$ cat src/rtl/pwm_gen_multi.sv
// Multi-channel PWM generator sharing one period counter across all outputs.
// Configuration is double-buffered: shadows commit at a period wrap, or continuously while disabled.
module pwm_gen_multi #(
  parameter int unsigned CHANNELS = 4,
  parameter int unsigned WIDTH    = 16,
  localparam int unsigned SelW    = (CHANNELS > 1) ? $clog2(CHANNELS) : 1
) (
  input  logic                clk,
  input  logic                rst,
  input  logic                en,
  input  logic                period_we,
  input  logic [WIDTH-1:0]    period_in,
  input  logic                cfg_we,
  input  logic [SelW-1:0]     cfg_sel,
  input  logic [1:0]          cfg_mode,
  input  logic                cfg_pol,
  input  logic [WIDTH-1:0]    cfg_cmp1,
  input  logic [WIDTH-1:0]    cfg_cmp2,
  output logic [CHANNELS-1:0] pwm_out,
  output logic [WIDTH-1:0]    count_val,
  output logic                period_wrap,
  output logic                update_done
);

  localparam logic [1:0] ModeLeft  = 2'b00;
  localparam logic [1:0] ModeRight = 2'b01;
  localparam logic [1:0] ModeRange = 2'b10;

  logic [1:0]       sh_mode_q [CHANNELS];
  logic [1:0]       sh_mode_d [CHANNELS];
  logic [1:0]       act_mode_q [CHANNELS];
  logic [1:0]       act_mode_d [CHANNELS];
  logic [WIDTH-1:0] sh_cmp1_q [CHANNELS];
  logic [WIDTH-1:0] sh_cmp1_d [CHANNELS];
  logic [WIDTH-1:0] act_cmp1_q [CHANNELS];
  logic [WIDTH-1:0] act_cmp1_d [CHANNELS];
  logic [WIDTH-1:0] sh_cmp2_q [CHANNELS];
  logic [WIDTH-1:0] sh_cmp2_d [CHANNELS];
  logic [WIDTH-1:0] act_cmp2_q [CHANNELS];
  logic [WIDTH-1:0] act_cmp2_d [CHANNELS];
  logic [CHANNELS-1:0] sh_pol_q, sh_pol_d, act_pol_q, act_pol_d;
  logic [WIDTH-1:0] sh_period_q, sh_period_d, act_period_q, act_period_d;
  logic [WIDTH-1:0] cnt_q, cnt_d, last;
  logic [CHANNELS-1:0] pwm_q, pwm_d, raw;
  logic pending_q, pending_d, done_q, done_d;
  logic wrap, commit, cfg_hit, any_write;

  // Periods 0 and 1 both collapse to a single-count period.
  assign last      = (act_period_q == '0) ? '0 : act_period_q - WIDTH'(1);
  assign wrap      = en && (cnt_q >= last);
  assign commit    = (pending_q && wrap) || !en;
  assign cfg_hit   = cfg_we && (32'(cfg_sel) < CHANNELS);
  assign any_write = period_we || cfg_hit;

  always_comb begin
    sh_mode_d    = sh_mode_q;
    sh_cmp1_d    = sh_cmp1_q;
    sh_cmp2_d    = sh_cmp2_q;
    sh_pol_d     = sh_pol_q;
    sh_period_d  = sh_period_q;
    act_mode_d   = act_mode_q;
    act_cmp1_d   = act_cmp1_q;
    act_cmp2_d   = act_cmp2_q;
    act_pol_d    = act_pol_q;
    act_period_d = act_period_q;
    cnt_d        = en ? (wrap ? '0 : cnt_q + WIDTH'(1)) : '0;
    // Commit copies the pre-write shadows; a same-cycle write stays pending.
    if (commit) begin
      act_mode_d   = sh_mode_q;
      act_cmp1_d   = sh_cmp1_q;
      act_cmp2_d   = sh_cmp2_q;
      act_pol_d    = sh_pol_q;
      act_period_d = sh_period_q;
    end
    if (period_we) sh_period_d = period_in;
    for (int unsigned k = 0; k < CHANNELS; k++) begin
      if (cfg_hit && (32'(cfg_sel) == k)) begin
        sh_mode_d[k] = cfg_mode;
        sh_pol_d[k]  = cfg_pol;
        sh_cmp1_d[k] = cfg_cmp1;
        sh_cmp2_d[k] = cfg_cmp2;
      end
    end
    pending_d = any_write || (pending_q && !commit);
    done_d    = commit && pending_q;
  end

  always_comb begin
    raw   = '0;
    pwm_d = '0;
    for (int unsigned k = 0; k < CHANNELS; k++) begin
      case (act_mode_q[k])
        ModeLeft:  raw[k] = cnt_q < act_cmp1_q[k];
        ModeRight: raw[k] = cnt_q >= act_cmp1_q[k];
        ModeRange: raw[k] = (cnt_q >= act_cmp1_q[k]) && (cnt_q < act_cmp2_q[k]);
        default:   raw[k] = 1'b0;
      endcase
      pwm_d[k] = (en && raw[k]) ^ act_pol_q[k];
    end
  end

  always_ff @(posedge clk) begin
    if (rst) begin
      for (int unsigned k = 0; k < CHANNELS; k++) begin
        sh_mode_q[k]  <= '0;
        sh_cmp1_q[k]  <= '0;
        sh_cmp2_q[k]  <= '0;
        act_mode_q[k] <= '0;
        act_cmp1_q[k] <= '0;
        act_cmp2_q[k] <= '0;
      end
      sh_pol_q     <= '0;
      act_pol_q    <= '0;
      sh_period_q  <= '0;
      act_period_q <= '0;
      cnt_q        <= '0;
      pwm_q        <= '0;
      pending_q    <= 1'b0;
      done_q       <= 1'b0;
    end else begin
      sh_mode_q    <= sh_mode_d;
      sh_cmp1_q    <= sh_cmp1_d;
      sh_cmp2_q    <= sh_cmp2_d;
      act_mode_q   <= act_mode_d;
      act_cmp1_q   <= act_cmp1_d;
      act_cmp2_q   <= act_cmp2_d;
      sh_pol_q     <= sh_pol_d;
      act_pol_q    <= act_pol_d;
      sh_period_q  <= sh_period_d;
      act_period_q <= act_period_d;
      cnt_q        <= cnt_d;
      pwm_q        <= pwm_d;
      pending_q    <= pending_d;
      done_q       <= done_d;
    end
  end

  assign pwm_out     = pwm_q;
  assign count_val   = cnt_q;
  assign period_wrap = wrap && !rst;
  assign update_done = done_q;

endmodule

$ cat config.mk
export PLATFORM = sky130hd
export DESIGN_NAME = pwm_gen_multi
export DESIGN_NICKNAME = d
export VERILOG_FILES = /design/src/rtl/pwm_gen_multi.sv
export SDC_FILE = /design/constraint.sdc
export NUM_CORES = 1
export LEC_CHECK = 0
export ABC_AREA = 1
export CAP_MARGIN = 20
export CORE_UTILIZATION = 69
export CTS_CLUSTER_SIZE = 30
export DETAILED_ROUTE_END_ITERATION = 8
export DONT_BUFFER_PORTS = 1
export PLACE_DENSITY_LB_ADDON = 0.05
export SYNTH_ARGS = -nofsm -noshare
export SYNTH_HDL_FRONTEND = slang
export SYNTH_SLANG_ARGS = --single-unit
$ cat constraint.sdc
create_clock -name clk -period 7.15 [get_ports clk]
set_clock_uncertainty 0.2 [all_clocks]
set_input_delay 1.43 -clock clk [delete_from_list [all_inputs] [get_ports clk]]
set_output_delay 1.43 -clock clk [all_outputs]
set_load 0.05 [all_outputs]
==> summary.txt <==
Floorplan
  • Full die area: 25,100 µm²
  • Starting Density: 71.1%
  • Cell Rows: 56
  • Core ar.: 23,800 µm²
  • IO Pins: 80
  • Chip Height: 158 µm
  • Die span in x: 158 µm

Power and ir drop
  • Max rail drop VDD: 240 µV
  • Power per Cell Area: 241 nW/µm²
  • Switching part of the total: 25.2%
  • Register share of total power: 46.5%
  • Leakage: 8.50 nW
  • Logic pwr share: 10.6%
  • Switching power: 1.09 mW
  • Clock network power share: 42.9%
  • Internal: 3.25 mW

Critical path
  • Critical path data required time: 5520 ps
  • Crit Path Category: flip-flop to output port
  • Peak fanout along the critical path: 4
  • R2R Setup Slk: 3100 ps
  • Crit. End Element: output port
  • Worst Path Arrival: 3580 ps
  • Type of origin of the critical path: flip-flop

Job
  • Max Cap Violations: 0

Routing
  • Via Count: 14,700
  • WL per Instance: 16.0 µm
  • 1st-iter DRT viols: 1,274
  • Pre-antenna DRT Iters: 5
  • Post-route DRC: 0
  • Vias per cell: 5.55
  • Detail Route Antenna Nets: 0
  • WL final: 42,400 µm

Synth
  • Post-synth ARST share: 0%
  • Sequential cell area fraction in the yosys report: 39.6%
  • Post-Synthesis Cell Area: 16,900 µm²
  • Top post-synthesis cells by count: 392 x nor2_1, 341 x nand2_1, 334 x dfxtp_1
  • #FFs+latches synth: 334
  • Mapped Cells: 2,379
  • Syn. warnings: 0
  • Primary FF master, synth: dfxtp_1
  • Largest area contributor in the netlist: dfxtp_1
  • Most numerous cell in the Yosys netlist: nor2_1
  • Post-synth EDFFs: 0
  • Top-area cell type share of the netlist area: 39.6%
  • Syn Area/Cell: 7.10 µm²
  • Top cells by area, synth: dfxtp_1 40%, ha_1 11%, a21oi_1 8.8%
  • Syn Nets: 2,580
  • Synth cell types: 36

Layout
  • Layout cell share with drive strength beyond 1: 4.29%
  • Footprint of the multi-input gates: 8470 µm²
  • Syn-to-layout area delta: 6.87%
  • Filler cells: 1,881
  • Post-layout net count: 2,507
  • Register area: 6690 µm²
  • Ant diodes: 0

Clock tree
  • Clock tree from TritonCTS: yes
  • Clk root buf: clkbuf_16
  • Reg clk slew, reported paths: 60 ps
  • Num CTS Buffers: 36
  • Worst-skew pair later-pin latency: 520 ps
  • PostCTS Resize Cnt: 0
  • # H-tree levels: 2
  • Cts hold-fix bufs: 0
  • Post-CTS Repair Setup Buffers: 0
  • CTS Buffer Depth: 3
  • CTS Sinks: 334

Timing
  • RSZ-0062 raised after global routing: no
  • Fmax: 192 MHz
  • Hold slack: 243 ps
  • Final hold vios: 0
  • Final Cycle Share: 72.8%
  • Fin crit period: 5210 ps
  • Rel. slew slack: 24.8%
  • Final WS setup: 1940 ps
  • Setup TNS: 0 ps
  • Setup-failing EPs final: 0
  • Count of pins over their slew limit: 0
  • Slew @ Worst Pin: 1130 ps

Place
  • HPWL Detailed: 26,000 µm
  • RePlAce Congestion: 0.904
  • Port bufs: 0
  • Pre-CTS setup slack: 2530 ps

Global route
  • First-pass GRT wire length: 65,800 µm
  • Total track usage: 33.5%
  • Initial antenna violation count: 1
  • Maximum number of pins on one net before global-route repair: 325
  • Grt met2 use: 56.0%
  • GR Util met3: 4.68%
  • Total grt overflow: 0
  • Vias in the first global route: 13,100
  • Met1 Usage GRT: 44.3%
  • GR peak layer: met2

Worst hold path
  • Tightest Hold Check Type: flip-flop to flip-flop

Outcome
  • Run status: finished, final reports clean
-- area by class of cell --
cell class                 count  area share [%]
multi-input combinational   1619            46.9
tap                          319            2.21
inverter                     291            6.09
clock buffer                  60            6.27
sequential                   334            37.0
timing repair buffer          24            1.18
clock inverter                 5           0.319
-- logic make-up (layout without fill, tap and decap cells) --
| family | count (synthesis) | count (layout) | synth area share [%] |
|---|---|---|---|
| AND/OR/NAND/NOR | 984 | 984 | 24.4 |
| AO/OA/AOI/OAI | 478 | 478 | 14.3 |
| buffers and inverters | 426 | 380 | 10.4 |
| flip-flops | 334 | 334 | 39.6 |
| adder cells (fa/ha/maj) | 143 | 143 | 10.6 |
| XOR/XNOR | 14 | 14 | 0.726 |
-- routing by layer --
layer,part of all wire [%],up-vias,wire length (µm)
met4,2.6,0,1110
met2,47,390,19800
li1,-,7509,-
met1,44,6740,18800
met5,0,-,0
met3,6.3,69,2670
-- registers in the layout, indices dropped and copies added, names as in the netlist, 16 cells and up --
signal and count:
count_val 16, act_cmp2_q 64, act_cmp1_q 64, sh_period_q 16
sh_cmp2_q 64, act_period_q 16, sh_cmp1_q 64
-- power groups by stage --
| stage | clock network (mW) | registers (mW) | logic, mW |
|---|---|---|---|
| 2_1_floorplan | 0 | 2.05 | 0.385 |
| 3_3_place_gp | 0 | 2.06 | 0.436 |
| 3_5_place_dp | 0 | 2.06 | 0.454 |
| 4_1_cts | 1.88 | 2.02 | 0.460 |
| 5_1_grt | 1.95 | 2.03 | 0.534 |
| 6_report | 1.86 | 2.02 | 0.463 |
-- cell usage in the layout, fill, tap and decap left out, types with 3 or more instances in the layout --
cell       Yosys  layout
buf_4         12      22
nand3_1      190     188
o21ai_0      173     173
nand4_1       16      16
nor2_2         3       4
a21oi_1      296     296
nand3_2        2       4
nor2_1       392     391
inv_2          3       3
ha_1         143     143
a21o_1         4       4
inv_1        286     285
clkbuf_8       0      12
clkbuf_1      82      11
clkbuf_16      0      37
nand2_1      341     341
dfxtp_1      334     334
nand3b_1      16      16
xor2_1        12      12
nor3_1        13      13
-- per-stage QoR --
step                      util, %  area (µm²)  std cells  power (mW)
after CTS                    75.9       18000       2651        4.36
after global routing         76.0       18100       2652        4.52
after floorplan                 -       16900       2379        2.43
final                        76.0       18100       2652        4.35
after detailed placement     70.9       16800       2586        2.51
after global placement       70.9       16800       2586        2.49
-- critical path, cell delays in order, from the launching register on --
cell	delay (ps)
dfxtp_1	310
inv_1	120
ha_1	180
inv_1	50
nor2_1	130
inv_1	80
nor2_2	130
inv_1	100
nor2_2	140
nand2_1	90
o31ai_1	190
nand3_1	100
ha_1	280
nand2_1	60
inv_1	50
nand3_1	100
nor3_2	160
nand3_1	120
nand3_2	190
nand3_1	100
inv_1	370
-- worst paths after layout --
| kind | startpoint | endpoint | depth (start not counted) |
|---|---|---|---|
| max | act_period_q[0] | period_wrap | 20 |
| min | sh_cmp2_q[3] | sh_cmp2_q[3] | 2 |
| max reg2reg | act_period_q[0] | act_cmp2_q[61] | 23 |
| min reg2reg | sh_cmp2_q[3] | sh_cmp2_q[3] | 2 |
Note: power is estimated with default switching activity, not from simulation.
